### src/rtl/instr_fetch_unit.sv
// Instruction fetch unit: PC sequencer, one-deep in-flight tracking and a 2-entry {instr, pc} queue to decode.
// Optional build macro IF_PERF_CNT_EN adds the fetch_count output (instructions handed to decode).
module instr_fetch_unit #(
    parameter logic [31:0] RESET_PC = 32'h0000_0000
) (
    input  logic        clock,
    input  logic        reset,
    output logic        imem_req,
    output logic [31:0] imem_addr,
    input  logic [31:0] imem_rdata,
    output logic        if_valid,
    output logic [31:0] if_instr,
    output logic [31:0] if_pc,
    input  logic        id_ready,
    input  logic        redirect,
    input  logic [31:0] redirect_pc
`ifdef IF_PERF_CNT_EN
    ,
    output logic [31:0] fetch_count
`endif
);

    localparam int DEPTH = 2;

    logic [31:0] pc_reg;
    logic [31:0] req_addr_reg;
    logic        inflight_reg;
    logic [31:0] instr_reg [DEPTH];
    logic [31:0] epc_reg   [DEPTH];
    logic        rd_ptr_reg;
    logic        wr_ptr_reg;
    logic [1:0]  count_reg;

    logic        pop_raw;
    logic        pop;
    logic        push;
    logic [2:0]  occupancy;
    logic        unused_pc_bits;

    assign unused_pc_bits = ^redirect_pc[1:0];

    assign if_valid  = reset & (count_reg != 2'd0);
    assign if_instr  = instr_reg[rd_ptr_reg];
    assign if_pc     = epc_reg[rd_ptr_reg];
    assign imem_addr = pc_reg;

    // Slots already claimed (buffered + in flight) after this cycle's pop; a new
    // request is only issued when its response is guaranteed a FIFO slot.
    assign pop_raw   = if_valid & id_ready;
    assign occupancy = {1'b0, count_reg} + {2'b00, inflight_reg} - {2'b00, pop_raw};
    assign imem_req  = reset & ~redirect & (occupancy < 3'd2);

    assign pop  = pop_raw & ~redirect;
    assign push = reset & inflight_reg & ~redirect;

    // Queue storage: written only, never reset; pointers/count define validity.
    always_ff @(posedge clock) begin
        if (push) begin
            instr_reg[wr_ptr_reg] <= imem_rdata;
            epc_reg[wr_ptr_reg]   <= req_addr_reg;
        end
    end

    always_ff @(posedge clock) begin
        if (!reset) begin
            pc_reg       <= RESET_PC;
            inflight_reg <= 1'b0;
            count_reg    <= 2'd0;
            rd_ptr_reg   <= 1'b0;
            wr_ptr_reg   <= 1'b0;
        end else if (redirect) begin
            // Flush: buffered entries and the outstanding response are dropped.
            pc_reg       <= {redirect_pc[31:2], 2'b00};
            inflight_reg <= 1'b0;
            count_reg    <= 2'd0;
            rd_ptr_reg   <= 1'b0;
            wr_ptr_reg   <= 1'b0;
        end else begin
            inflight_reg <= imem_req;
            if (imem_req) begin
                pc_reg       <= pc_reg + 32'd4;
                req_addr_reg <= pc_reg;
            end
            if (push) begin
                wr_ptr_reg <= ~wr_ptr_reg;
            end
            if (pop) begin
                rd_ptr_reg <= ~rd_ptr_reg;
            end
            count_reg <= count_reg + {1'b0, push} - {1'b0, pop};
        end
    end

`ifdef IF_PERF_CNT_EN
    logic [31:0] fetch_count_reg;

    always_ff @(posedge clock) begin
        if (!reset) begin
            fetch_count_reg <= 32'd0;
        end else if (pop) begin
            fetch_count_reg <= fetch_count_reg + 32'd1;
        end
    end

    assign fetch_count = fetch_count_reg;
`endif

endmodule

### config.mk
export PLATFORM = sky130hd
export DESIGN_NAME = instr_fetch_unit
export DESIGN_NICKNAME = d
export VERILOG_FILES = /design/src/rtl/instr_fetch_unit.sv
export SDC_FILE = /design/constraint.sdc
export NUM_CORES = 1
export LEC_CHECK = 0
export CAP_MARGIN = 20
export CORE_MARGIN = 3
export CORE_UTILIZATION = 45
export DETAILED_ROUTE_END_ITERATION = 8
export PLACE_DENSITY = 0.75
export SYNTH_ARGS = -nofsm -noshare
export SYNTH_HDL_FRONTEND = slang
export SYNTH_SLANG_ARGS = --single-unit
### constraint.sdc
create_clock -name clock -period 4.5 [get_ports clock]
set_input_delay 1.125 -clock clock [delete_from_list [all_inputs] [get_ports clock]]
set_output_delay 1.125 -clock clock [all_outputs]
set_load 0.05 [all_outputs]
# Yosys cells after proc, flatten, opt, wreduce, memory -nomap -nowiden
# Memories as Yosys holds them, arrays and structs flattened. A register that Yosys moved wholly into a read port is not among the register bits.
# Index checks and enable logic that the tools add are counted.
# totals
reg_bits,69
ram_bits,128
inputBits,68
word_cells,38
n_memories,2
# memory_table
name,depth,word_bits,read_ports,rd_ports_with_merged_regs,wr,line_no,source
epc_reg,2,32,1,1,1,29,logic [31:0] epc_reg [DEPTH];
instr_reg,2,32,1,1,1,28,logic [31:0] instr_reg [DEPTH];
# classes
addsub,5
n_lt_le_gt_ge,1
n_mux,8
bitwise_logic,11
n_reduce_logical,4
# op_table
op,n
$mux 32,2
$add 32x3->32 const B,1
$and 1x1->1,7
$mux 1,6
$not 1->1,4
$reduce_bool 2->1,2
$add 2x1->3,1
$lt 3x2->1 const B,1
$reduce_and 3->1,1
$sub 3x1->3,1
$add 2x1->2,1
$reduce_or 2->1,1
$sub 2x1->2,1

# Logic depth before layout (Yosys ltp)
# logic_depth
depth_word,8
mapped_depth,13
depth_no_buf,13

# Worst setup path before layout
# Ideal clock, no wire load.
# synth_path
path_kind,input port to output port
start,in reset
end,out imem_req
arrival_time_ns,3.758
setup_slack_ns,-0.383
stages,10
n_path_buf,0
cell_sequence,inv_1 > nor2_1 > nand2_1 > inv_1 > ha_1 > nand2b_1 > fa_1 > xnor2_2 > nand3_2 > inv_1
# synth_between
elab_chain_cells,5
# synth_lines
element,line_no,source
from (decl),7,"input logic reset,"
$and 1x1->1,42,assign if_valid = reset & (count_reg != 2'd0);
via if_valid,11,"output logic if_valid,"
$and 1x1->1,49,assign pop_raw = if_valid & id_ready;
$sub 3x1->3,50,"assign occupancy = {1'b0, count_reg} + {2'b00, inflight_reg} - {2'b00, pop_raw};"
$lt 3x2->1,51,assign imem_req = reset & ~redirect & (occupancy < 3'd2);
$and 1x1->1,51,
to (decl),8,"output logic imem_req,"
# The timed path passes the listed nets, and every way through them passes these cells.

# Worst setup path in the final report
# layout_path
start,in reset
end,out imem_req
# layout_between
elab_chain_cells,5
# layout_lines
element,line_no
$and 1x1->1,42
$and 1x1->1,49
$sub 3x1->3,50
$lt 3x2->1,51
$and 1x1->1 (*),51
# Mark *: on every way between the ends. The rest lies on a longest branch, timed or not.

==> results.cfg <==
[place]
numPortBuffers = 159
globalplace.congestion = 0.9270
post-place-ws_ns = 0.04819
dp.cells = 858
post-dp-hpwl_um = 11190

[detailed_routing]
first_pass_iters = 5
avgViaCountPerCell = 5.265
routedWlPerCell_um = 18.40
drcViolationCount = 0
drtIter0Drc = 324
dr_total_vias = 4686
routed_wl_um = 16370
ant_nets = 0

[min_path]
hp-class = flop to flop
min_from = req_addr_reg[13]$_DFFE_PP_
min_to = epc_reg[1][13]$_DFFE_PP_
hold_depth = 0

[grt]
grt_pass1_wl_um = 26030
antenna_found_initial = 0
grt_use_total_pct = 18.57
grt_overflow = 0
grt_pass1_vias = 4898
grt_max_degree = 63

[finish]
largest_reg_flops = 64
antenna_cells = 0
nFillCells = 1186
regArea_um2 = 5346
multi_input_area_um2 = 2024
fin_util_pct = 62.26
fin_nets = 734
final-instance-count-excl-fill = 890
drive_above_1_share_pct = 18.40
area_growth_pct = 33.66

[die]
rows = 46
design.core.area_um2 = 16060
die_area_um2 = 18200
die_w_um = 134.9
io_pins = 166
start_util_pct = 46.58
die_y_um = 134.9

[power_and_ir_drop]
ir_drop_v = 0.0002839
p_leak_nw = 3.357
power.density_nw_per_um2 = 376.5

[setup_path]
crit_type = primary input to output pin
cp-end-kind = output pin
cp.arrival_ns = 3.22
cp_slowest_cell = clkdlybuf4s50_1
r2r-end = imem_addr[16]$_SDFFE_PN0P_
crit_chain = clkdlybuf4s50_1, inv_1, nor2_2, nand2_1, inv_1, ha_1, nand2b_1, fa_2, xnor2_2, nand3_2, inv_2, buf_12
rr_worst_depth = 13
critical_path.max_fanout = 2
cp-start-kind = primary input
crit_required_ns = 3.38
crit_top_cell = inv_1
worst_r2r_startpoint = count_reg[1]$_SDFF_PP0_
rrSetupSlack_ns = 1.33
crit_path_max_incr_delay_ns = 0.48

[cts]
post_cts_buffers = 0
clk_latency_ns = 0.43
cts-buffers-inserted = 17
cts_root_buffer = clkbuf_16
htree_levels = 4
clock-sinks = 190
cts_max_path_buffers = 2
cts_tree = built
clk_pin_slew_ns = 0.06

[timing]
tns_ns = 0
fin_ws_ns = 0.1517
hold_slack_ns = 0.4409
skew_ns = 0.01414
fmax_mhz = 230.0
final_hold_viol_count = 0
setup_viol = 0
worstMarginPinSlew_ns = 0.8243
slew_violations = 0
rsz0062_at_grt = false
period_minus_slack_ns = 4.348
fin_crit_sh_pct = 96.63
slew_headroom_pct = 45.04

[job]
max-cap-violations = 0

[synth]
yosysSeqAreaShare_pct = 71.46
synthArstFlopShare_pct = 0
ys_ff_latch = 190
synth_warnings = 0
syn_inst = 488
synthDistinctLibCells = 50
synth-edff-count = 154
syn-cell-area_um2 = 7480
synthFlopType = edfxtp_1
syn_avg_cell_area_um2 = 15.33

[outcome]
status = complete, no violations
[synthesized netlist by cell type, drive strengths merged, types with 3 or more instances]
library cell | count | area [um2]
dfxtp | 36 | 720.7
and2 | 5 | 31.28
edfxtp | 154 | 4624
ha | 4 | 50.05
nand2 | 31 | 116.4
nand3 | 16 | 85.08
mux2 | 64 | 724.4
nand4 | 11 | 68.82
a21oi | 11 | 58.81
mux2i | 3 | 30.03
inv | 8 | 30.03
xnor2 | 15 | 138.9
o22ai | 4 | 25.02
o211ai | 3 | 22.52
buf | 6 | 37.54
a211oi | 5 | 37.54
nor4 | 15 | 100.1
o21ai | 11 | 55.05
and4 | 3 | 26.28
xor2 | 8 | 70.07
clkbuf | 17 | 63.81
nor2 | 22 | 82.58
and3 | 8 | 50.05
a2bb2oi | 3 | 26.28
a31oi | 4 | 25.02
[routing by layer]
| layer | GRT usage [%] | share of wire, % | vias up |
|---|---|---|---|
| li1 | - | - | 2201 |
| met1 | 24.51 | 42 | 2273 |
| met2 | 30.10 | 50 | 195 |
| met3 | 5.216 | 7.5 | 17 |
| met4 | 5.656 | 1.2 | 0 |
| met5 | 0 | 0 | - |
[worst max-delay path, delay by kind of cell]
| kind | cells | cell delay [ns] |
|---|---|---|
| AND/OR/NAND/NOR | 4 | 0.48 |
| buffers and inverters | 5 | 0.85 |
| adder cells (fa/ha/maj) | 2 | 0.59 |
| XOR/XNOR | 1 | 0.17 |
[how the worst max path moves through the flow]
stage	from	to	cells after the start
2_1_floorplan	reset	imem_req	10
3_3_place_gp	reset	imem_req	12
3_5_place_dp	reset	imem_req	12
4_1_cts	reset	imem_req	12
5_1_grt	reset	imem_req	12
6_report	reset	imem_req	12
[cells by family (layout without fill, tap and decap cells)]
family,after synthesis,count (layout),synth area share (%)
xor gates and xnor gates,23,23,2.794
DFF,190,190,71.46
other,1,4,0.05014
AOI/OAI and AO/OA,50,50,4.383
buffers and inverters,32,215,1.807
and+or+nand+nor,120,120,8.481
adders and majority gates,5,5,0.9368
muxes,67,67,10.09
[metrics by stage]
| stage | power [mW] | instance area (um2) |
|---|---|---|
| global route | 3.894 | 9997 |
| floorplan | 2.204 | 7496 |
| CTS | 3.802 | 9995 |
| finish | 3.764 | 9997 |
| global placement | 2.355 | 9422 |
| detailed placement | 2.364 | 9422 |
[layout make-up]
class | count | area share [%]
clock buffers | 19 | 4.543
clock inverters | 13 | 1.189
inverters | 9 | 0.3379
multi-input cells | 269 | 20.25
flip-flops and latches | 190 | 53.48
well taps | 216 | 2.703
repair buffers | 174 | 17.50
[what timing repair did]
item                       4_1_cts  5_1_grt
setup endpoints to repair        0        1
hold buffers                     0        0
resized for setup                0        2
[cells in the final DEF (no fill, tap or decap), types with 5 or more instances in the layout]
| cell | synthesis | routed |
|---|---|---|
| buf_4 | 4 | 13 |
| a211oi_1 | 5 | 5 |
| nand3_1 | 15 | 15 |
| nand2_1 | 31 | 31 |
| and3_1 | 8 | 7 |
| xor2_1 | 8 | 8 |
| clkdlybuf4s50_1 | 0 | 157 |
| dfxtp_1 | 36 | 35 |
| mux2_2 | 63 | 63 |
| inv_1 | 8 | 7 |
| nor2_1 | 22 | 20 |
| o21ai_0 | 11 | 11 |
| clkbuf_16 | 0 | 18 |
| inv_8 | 0 | 5 |
| edfxtp_1 | 154 | 154 |
| xnor2_1 | 14 | 14 |
| a21oi_1 | 10 | 10 |
| nand4_1 | 11 | 11 |
| nor4_1 | 14 | 14 |
[report_power, final]
part | switching [mW] | internal (mW)
Clock | 0.674 | 0.765
Sequential | 0.0451 | 1.95
Combinational | 0.195 | 0.138
Note: power is estimated with default switching activity, not from simulation.
